File: src/rtl/multibyte_add_pkg.sv
// Shared definitions for the byte-serial multi-byte adder.
// Optional subtract mode is enabled by defining MULTIBYTE_ADD_SUB_EN.
package multibyte_add_pkg;

  typedef enum logic [1:0] {
    IDLE = 2'd0,
    RUN  = 2'd1,
    DONE = 2'd2
  } state_e;

  localparam int BYTE_W     = 8;
  localparam int NBYTES_MAX = 16;

endpackage

File: src/rtl/adder8_ci.sv
// Combinational 8-bit adder with carry-in; the only arithmetic in the sequencer.
module adder8_ci (
  input  logic [7:0] a,
  input  logic [7:0] b,
  input  logic       ci,
  output logic [7:0] sum,
  output logic       co
);

  assign {co, sum} = {1'b0, a} + {1'b0, b} + {8'b0, ci};

endmodule

File: src/rtl/multibyte_add_seq.sv
// Byte-serial adder: NBYTES-wide operands summed one byte per clock, LSB first,
// through a single shared adder8_ci with the carry chained in a register.
// Defining MULTIBYTE_ADD_SUB_EN adds a 'sub' input selecting A-B.
module multibyte_add_seq
  import multibyte_add_pkg::*;
#(
  parameter int NBYTES = 4
) (
  input  logic                    clk,
  input  logic                    rst,
  input  logic                    in_valid,
  output logic                    in_ready,
`ifdef MULTIBYTE_ADD_SUB_EN
  input  logic                    sub,
`endif
  input  logic [8*NBYTES-1:0]     a,
  input  logic [8*NBYTES-1:0]     b,
  output logic                    out_valid,
  input  logic                    out_ready,
  output logic [8*NBYTES-1:0]     sum,
  output logic                    cout,
  output logic                    busy
);

  localparam int W     = BYTE_W * NBYTES;
  localparam int IDX_W = $clog2(NBYTES + 1);
  localparam logic [IDX_W-1:0] LAST_IDX = IDX_W'(NBYTES - 1);

  if (NBYTES < 1 || NBYTES > NBYTES_MAX) begin : g_bad_nbytes
    $error("multibyte_add_seq: NBYTES out of range 1..16");
  end

  state_e            state_q, state_d;
  logic [IDX_W-1:0]  idx_q, idx_d;
  logic [W-1:0]      a_sh_q, a_sh_d;
  logic [W-1:0]      b_sh_q, b_sh_d;
  logic [W-1:0]      res_q, res_d;
  logic              carry_q, carry_d;

  logic [BYTE_W-1:0] byte_sum;
  logic              byte_co;
  logic [W-1:0]      sum_ext;
  logic [W-1:0]      b_load;
  logic              carry_init;

`ifdef MULTIBYTE_ADD_SUB_EN
  // Subtraction is A + ~B + 1; a final carry of 1 means no borrow.
  assign b_load     = sub ? ~b : b;
  assign carry_init = sub;
`else
  assign b_load     = b;
  assign carry_init = 1'b0;
`endif

  adder8_ci u_add (
    .a  (a_sh_q[BYTE_W-1:0]),
    .b  (b_sh_q[BYTE_W-1:0]),
    .ci (carry_q),
    .sum(byte_sum),
    .co (byte_co)
  );

  // Next-state: accept operands in IDLE, consume one byte per RUN edge, hold result in DONE.
  always_comb begin
    state_d = state_q;
    idx_d   = idx_q;
    a_sh_d  = a_sh_q;
    b_sh_d  = b_sh_q;
    res_d   = res_q;
    carry_d = carry_q;
    sum_ext = '0;
    sum_ext[BYTE_W-1:0] = byte_sum;
    case (state_q)
      IDLE: begin
        if (in_valid) begin
          state_d = RUN;
          a_sh_d  = a;
          b_sh_d  = b_load;
          carry_d = carry_init;
          idx_d   = '0;
        end
      end
      RUN: begin
        // Each sum byte enters at the MSB end so after NBYTES edges byte 0 sits at the LSB.
        res_d   = (res_q >> BYTE_W) | (sum_ext << (W - BYTE_W));
        a_sh_d  = a_sh_q >> BYTE_W;
        b_sh_d  = b_sh_q >> BYTE_W;
        carry_d = byte_co;
        idx_d   = idx_q + 1'b1;
        if (idx_q == LAST_IDX) state_d = DONE;
      end
      DONE: begin
        if (out_ready) state_d = IDLE;
      end
      default: state_d = IDLE;
    endcase
  end

  // State and datapath registers; reset clears everything so outputs return to zero.
  always_ff @(posedge clk) begin
    if (rst) begin
      state_q <= IDLE;
      idx_q   <= '0;
      a_sh_q  <= '0;
      b_sh_q  <= '0;
      res_q   <= '0;
      carry_q <= 1'b0;
    end else begin
      state_q <= state_d;
      idx_q   <= idx_d;
      a_sh_q  <= a_sh_d;
      b_sh_q  <= b_sh_d;
      res_q   <= res_d;
      carry_q <= carry_d;
    end
  end

  assign in_ready  = (state_q == IDLE);
  assign out_valid = (state_q == DONE);
  assign busy      = (state_q != IDLE);
  assign sum       = res_q;
  assign cout      = carry_q;

endmodule

File: config.mk
export PLATFORM = sky130hd
export DESIGN_NAME = multibyte_add_seq
export DESIGN_NICKNAME = d
export VERILOG_FILES = /design/src/rtl/multibyte_add_pkg.sv /design/src/rtl/adder8_ci.sv /design/src/rtl/multibyte_add_seq.sv
export SDC_FILE = /design/constraint.sdc
export NUM_CORES = 1
export LEC_CHECK = 0
export CORE_MARGIN = 5
export CORE_UTILIZATION = 40
export CTS_CLUSTER_DIAMETER = 60
export DETAILED_ROUTE_END_ITERATION = 7
export GPL_ROUTABILITY_DRIVEN = 1
export HOLD_SLACK_MARGIN = 0.15
export PLACE_DENSITY = 0.77
export SYNTH_ARGS = -nofsm -noshare
export SYNTH_HDL_FRONTEND = slang
export SYNTH_HIERARCHICAL = 1
export SYNTH_SLANG_ARGS = --single-unit
File: constraint.sdc
create_clock -name clk -period 3.89 [get_ports clk]
set_clock_uncertainty 0.05 [all_clocks]
set_input_delay 0.778 -clock clk [delete_from_list [all_inputs] [get_ports clk]]
set_output_delay 0.778 -clock clk [all_outputs]
set_load 0.005 [all_outputs]
==> results.toml <==
[worst_setup_path]
reg2reg_slack_ps = 1740
endpoint_kind = "flip-flop"
start_kind = "input pin"
critical-path-top-delay-family = "simple AND/OR/NAND/NOR gates"
r2r-end = "idx_q[0]$_SDFFE_PP0P_"
path_cells = "clkdlybuf4s50_1, or3b_2, buf_4, nor2_1, nor4_1"
crit_buf_inv = 2
rr_startpoint = "state_q[1]$_SDFFE_PP0P_"
critical_path.max_stage_delay_ps = 850
cp-startpoint = "in_valid"
required_ps = 4100
crit_fanout = 35
critPathArrivalTime_ps = 2770
reg2reg_depth = 4
cp_num_cells = 5
cp-endpoint = "b_sh_q[7]$_SDFFE_PP0P_"
crit_slowest_cell = "or3b_2"
worstSetupPathType = "in2reg"

[logic_synthesis]
synth_compound_area_share_pct = 10.5
synth.top_cell.area_share_pct = 48.0
async_flop_share_pct = 0
synth_edf_count = 0
synth_top_family_by_area = "simple AND/OR/NAND/NOR gates"
syn-num-nets = 585
syn_inst = 506
synth_top_cell_by_area = "dfxtp_1"
yosysUniqueCellTypes = 43
synthAdderAreaFrac_pct = 3.59
synthFlopType = "dfxtp_1"
synth_xor_area_share_pct = 0.823
synthTopCellsByArea = "dfxtp_1 48%, nor2_1 12%, nand2_1 5.8%"
syn_avg_cell_area_um2 = 8.41
synthesis.area_um2 = 4260
synth.area.mux_share_pct = 0.500
ys_ff_latch = 102
synthSimpleGateAreaFrac_pct = 30.7
ys.warnings.count = 6
ys_seq_area_share_pct = 48.0

[clocking]
cts_root_buffer = "clkbuf_8"
cts_setup_buffers = 0
cts_max_level = 3
cts_tree = "done"
postCtsHoldBufs = 0
cts.clk_slew.worst_paths_ps = 90
cts_resized = 0
clockBufferDepth = 2
clkLatencyLatePin_ps = 360
numCtsBuffers = 9
clock_sinks = 102

[placed_design]
place.gp.congestion = 0.788
port_buffers = 103
dp.final_hpwl_um = 7040

[detailed_routing]
drc = 0
drt_wl_total_um = 9650
drt-pass1-iter-count = 4
wl_per_cell_um = 13.2
ant_nets = 0
dr_total_vias = 3697
drt_first_iter_violations = 219
viasPerCell = 5.07

[pwr]
p_leak_nw = 2.14
vdd_drop_max_mv = 0.174
power.density_nw_per_um2 = 387

[sta]
slew_headroom_pct = 32.0
setup_tns_ps = 0
tightestPinTransition_ps = 1020
rsz0062_at_grt = "false"
post-route-period-util_pct = 65.9
fmax_mhz = 390
drv_slew = 0
period_minus_slack_ps = 2560
setup_viol = 0
timing.hold.ws_ps = 409
hold_violations = 0

[die]
ios = 104
row_count = 37
start_util_pct = 41.0
die_area_um2 = 12800
dieHeight_um = 113
fp.coreArea_um2 = 10400
fp.dieW_um = 113

[hold_path]
hold_class = "reg2reg"
worstHoldStart = "sum[6]$_SDFFE_PP0N_"

[global_routing]
grt_pass1_wl_um = 16300
grt_pass1_vias = 3604
antenna_found_initial = 0
grt-ovfl-total = 0
grt_max_degree = 55
grt_use_total_pct = 15.3

[final_layout]
final_core_util_pct = 52.5
final_common_cell = "nor2_1"
mostFrequentLayoutCells = "135 x nor2_1, 102 x dfxtp_1, 102 x clkdlybuf4s50_1"
nets = 668
nFillCells = 981
diodes = 0
drive_gt1_share_pct = 8.77
syn_to_final_growth_pct = 27.8

[run]
cap_violations = 0

[run_status]
status = "finished, final reports clean"
[layout make-up]
class	count	area (µm²)	share of cell area (%)
Clock buffer	10	138	2.53
Clock inverter	5	35.0	0.644
Inverter	7	26.3	0.483
Multi-Input combinational cell	361	1960	36.1
Sequential cell	102	2040	37.5
Tap cell	136	170	3.13
Timing Repair Buffer	108	1070	19.6
[synth_stat cells, drive strengths merged, types with 2 or more instances]
cell type  number
nor2          148
dfxtp         102
nand2          66
nor4           49
a21oi          37
buf            23
a22o           18
clkbuf         13
ha              9
inv             7
a21o            3
nor3            3
a311o           2
and2b           2
fa              2
nand3           2
xnor2           2
xor2            2
[layer usage]
metal,share of wire [%],GRT usage (%),wire length [µm]
met5,0,0,0
met3,7.5,4.12,722
met1,46,20.4,4460
met4,0.84,4.25,81
met2,45,24.6,4390
[through the flow]
step           power (W)  instances  setup slack (ps)  area, µm²
2_1_floorplan    0.00140        506              1970       4260
3_5_place_dp     0.00153        714               993       5270
6_report         0.00210        729              1330       5440
3_3_place_gp     0.00152        714              1070       5270
5_1_grt          0.00222        729              1180       5440
4_1_cts          0.00212        729              1360       5440
[power by group]
part | total (W) | switching (W) | internal [W]
registers | 0.00115 | 0.0000428 | 0.00111
logic | 0.000355 | 0.000178 | 0.000177
clock network | 0.000594 | 0.000347 | 0.000248
[how the worst min path moves through the flow]
stage	end	cells past startpoint	slack [ps]
floorplan	idx_q[2]$_SDFFE_PP0P_	1	380
global placement	idx_q[2]$_SDFFE_PP0P_	1	380
detailed placement	sum[4]$_SDFFE_PP0N_	2	400
CTS	sum[4]$_SDFFE_PP0N_	2	410
global route	sum[0]$_SDFFE_PP0N_	2	440
finish	sum[6]$_SDFFE_PP0N_	2	410
[worst min-delay path: cells and delay by family, from the launching register on]
family,cells,cell delay (ps)
AOI/OAI and AO/OA,1,50
DFF,1,320
and+or+nand+nor,1,50
[state kept, by name (all words and copies together) (netlist names)]
signal,cells
b_sh_q,32
sum,32
idx_q,3
cout,1
a_sh_q,32
state_q,2
[cells by family after synthesis]
kind of cell / Yosys count
AO/OA/AOI/OAI: 67
XOR/XNOR: 4
adder cells (fa/ha/maj): 11
buffers and inverters: 43
flip-flops: 102
multiplexers: 2
AND/OR/NAND/NOR: 277
Note: power is estimated with default switching activity, not from simulation.
==> RTL change, RTL diff (same settings) <==
Reset style: asynchronous (`rst`), changed in one clocked block.
--- a/src/rtl/multibyte_add_seq.sv
+++ b/src/rtl/multibyte_add_seq.sv
@@ -97,7 +97,7 @@
   end
 
   // State and datapath registers; reset clears everything so outputs return to zero.
-  always_ff @(posedge clk) begin
+  always_ff @(posedge clk or posedge rst) begin
     if (rst) begin
       state_q <= IDLE;
       idx_q   <= '0;
Function: differs if rst is asserted again (counterexample within 4 cycles, from zero or initial values and one cycle with rst high); with rst held inactive, the same outputs for 10 cycles.
==> RTL change against the unedited design <==
Sequential cell count did not move. Wire length grew 28%. Worst setup slack got worse by 330 ps. Area after synthesis increased by 29%. Die area increased by 26%. Final area increased by 27%. Power rose to 2.9 times the old value. Worst hold slack improved by 31 ps. First-iteration DRC count is 39% higher.
==> RTL change: results (changes against the unedited design) <==
reg2reg start=state_q[1]; status=finished, final reports clean; part of the Yosys area used for sequential elements=0.4651 (-0.01474); largest net degree at the start of global routing=72 (+31%); dpl cell area=6569 um^2 (+25%); reg-to-reg endpoint=sum[12]; Iter 0 DRT Violations=305 (+39%); ratio of cells with drive above 1 in the final layout=0.2007 (+0.1131); post-synth net total=530 (-9.4%); slowest cell delay on critical path=720 ps (-130 ps); pre-CTS WS=1040 ps (+46.37 ps); Synth async-reset ratio=1.000 (+1.000); DR pass1 iterations=5 (+1); hold path depth=1 (-1); commonest cells in the netlist=dfrtp_1 (102), inv_1 (56), nor4b_2 (26), nor2_1 (23), nor3b_1 (22); Avg Inst Size Synth=12.17 um^2 (+45%); routed vias/inst=5.349 (+5.5%); maximum vdd ir drop=473.8 uV (+170%); # resized after CTS=0 (unchanged); placed insts=698 (-2.2%); CTS clk-pin slew, worst paths=70 ps (-20 ps); Max FO, Critical Path=47 (+34%); slowest cell on the critical path=dfrtp_4; hpwl dp=8.637 mm (+23%); routability cong.=0.7697 (-2.3%); root buf cell=clkbuf_16; largest cells by area after synthesis=dfrtp_1 (47%), nor4b_2 (7.1%), a221oi_2 (5.5%), mux2_4 (4.9%), inv_1 (3.8%); first-pass GRT wire length=20.57 mm (+26%); final wirelength=12.34 mm (+28%); worst hold margin=440.0 ps (+30.76 ps); vias in the first global route=3,987 (+11%); Synth cell types=48 (+12%); Non-Filler Instances=714 (-2.1%); Clock Tree Buf Depth=2 (unchanged); Leak=2.867 nW (+34%); min-delay src=idx_q[0]; switching component of the power=2.290 mW (+300%); r2r setup slk=1360 ps (-380 ps); Final nets=612 (-8.4%); Worst Hold End=idx_q[0]
RTL change: layout make-up:
cell class                 instances  area (um^2)
clock buffer                       9        225.2
clock inverter                     7        102.6
fill                            1146         6451
inverter                          58        220.2
multi-input combinational        250         2470
sequential                       102         2560
tap                              176        220.2
timing repair buffer             112         1099
RTL change: layer usage:
| metal | global-route usage | vias up | routed length (um) |
|---|---|---|---|
| met2 | 0.2491 | 119 | 5844 |
| met1 | 0.2212 | 1889 | 5784 |
| met3 | 0.03881 | 5 | 643 |
| li1 | - | 1806 | - |
| met5 | 0 | - | 0 |
| met4 | 0.02587 | 0 | 65 |
RTL change: worst max-delay path, delay by kind of cell, from the launching register on:
family                 cells  cell delay [ps]
and+or+nand+nor            1              380
buffers and inverters      2              610
DFF                        1              720
RTL change: power by group through the flow:
| stage | Sequential [mW] | Clock [mW] | Combinational [mW] |
|---|---|---|---|
| after floorplan | 1.88 | 0 | 2.36 |
| after global placement | 2.06 | 0 | 2.87 |
| after detailed placement | 2.09 | 0 | 2.99 |
| after CTS | 2.07 | 0.983 | 3.03 |
| after global routing | 2.15 | 1.02 | 3.30 |
| final | 2.07 | 0.958 | 3.00 |
RTL change: logic make-up after synthesis:
kind of cell,count (synthesis),synth area share
DFF,102,0.4651
adders and majority gates,11,0.02782
muxes,33,0.07980
buffers and inverters,99,0.08687
AOI/OAI and AO/OA,85,0.1566
and+or+nand+nor,117,0.1774
xor gates and xnor gates,4,0.006385
RTL change: worst max-delay path by stage:
stage                       to  depth (start not counted)  startpoint  slack (ps)
floorplan            a_sh_q[0]                          1         rst         390
global placement    a_sh_q[11]                          4    in_valid        1090
detailed placement  a_sh_q[10]                          4    in_valid        1040
CTS                   in_ready                          3  state_q[0]         990
global route          in_ready                          3  state_q[0]         940
finish                in_ready                          3  state_q[0]        1000
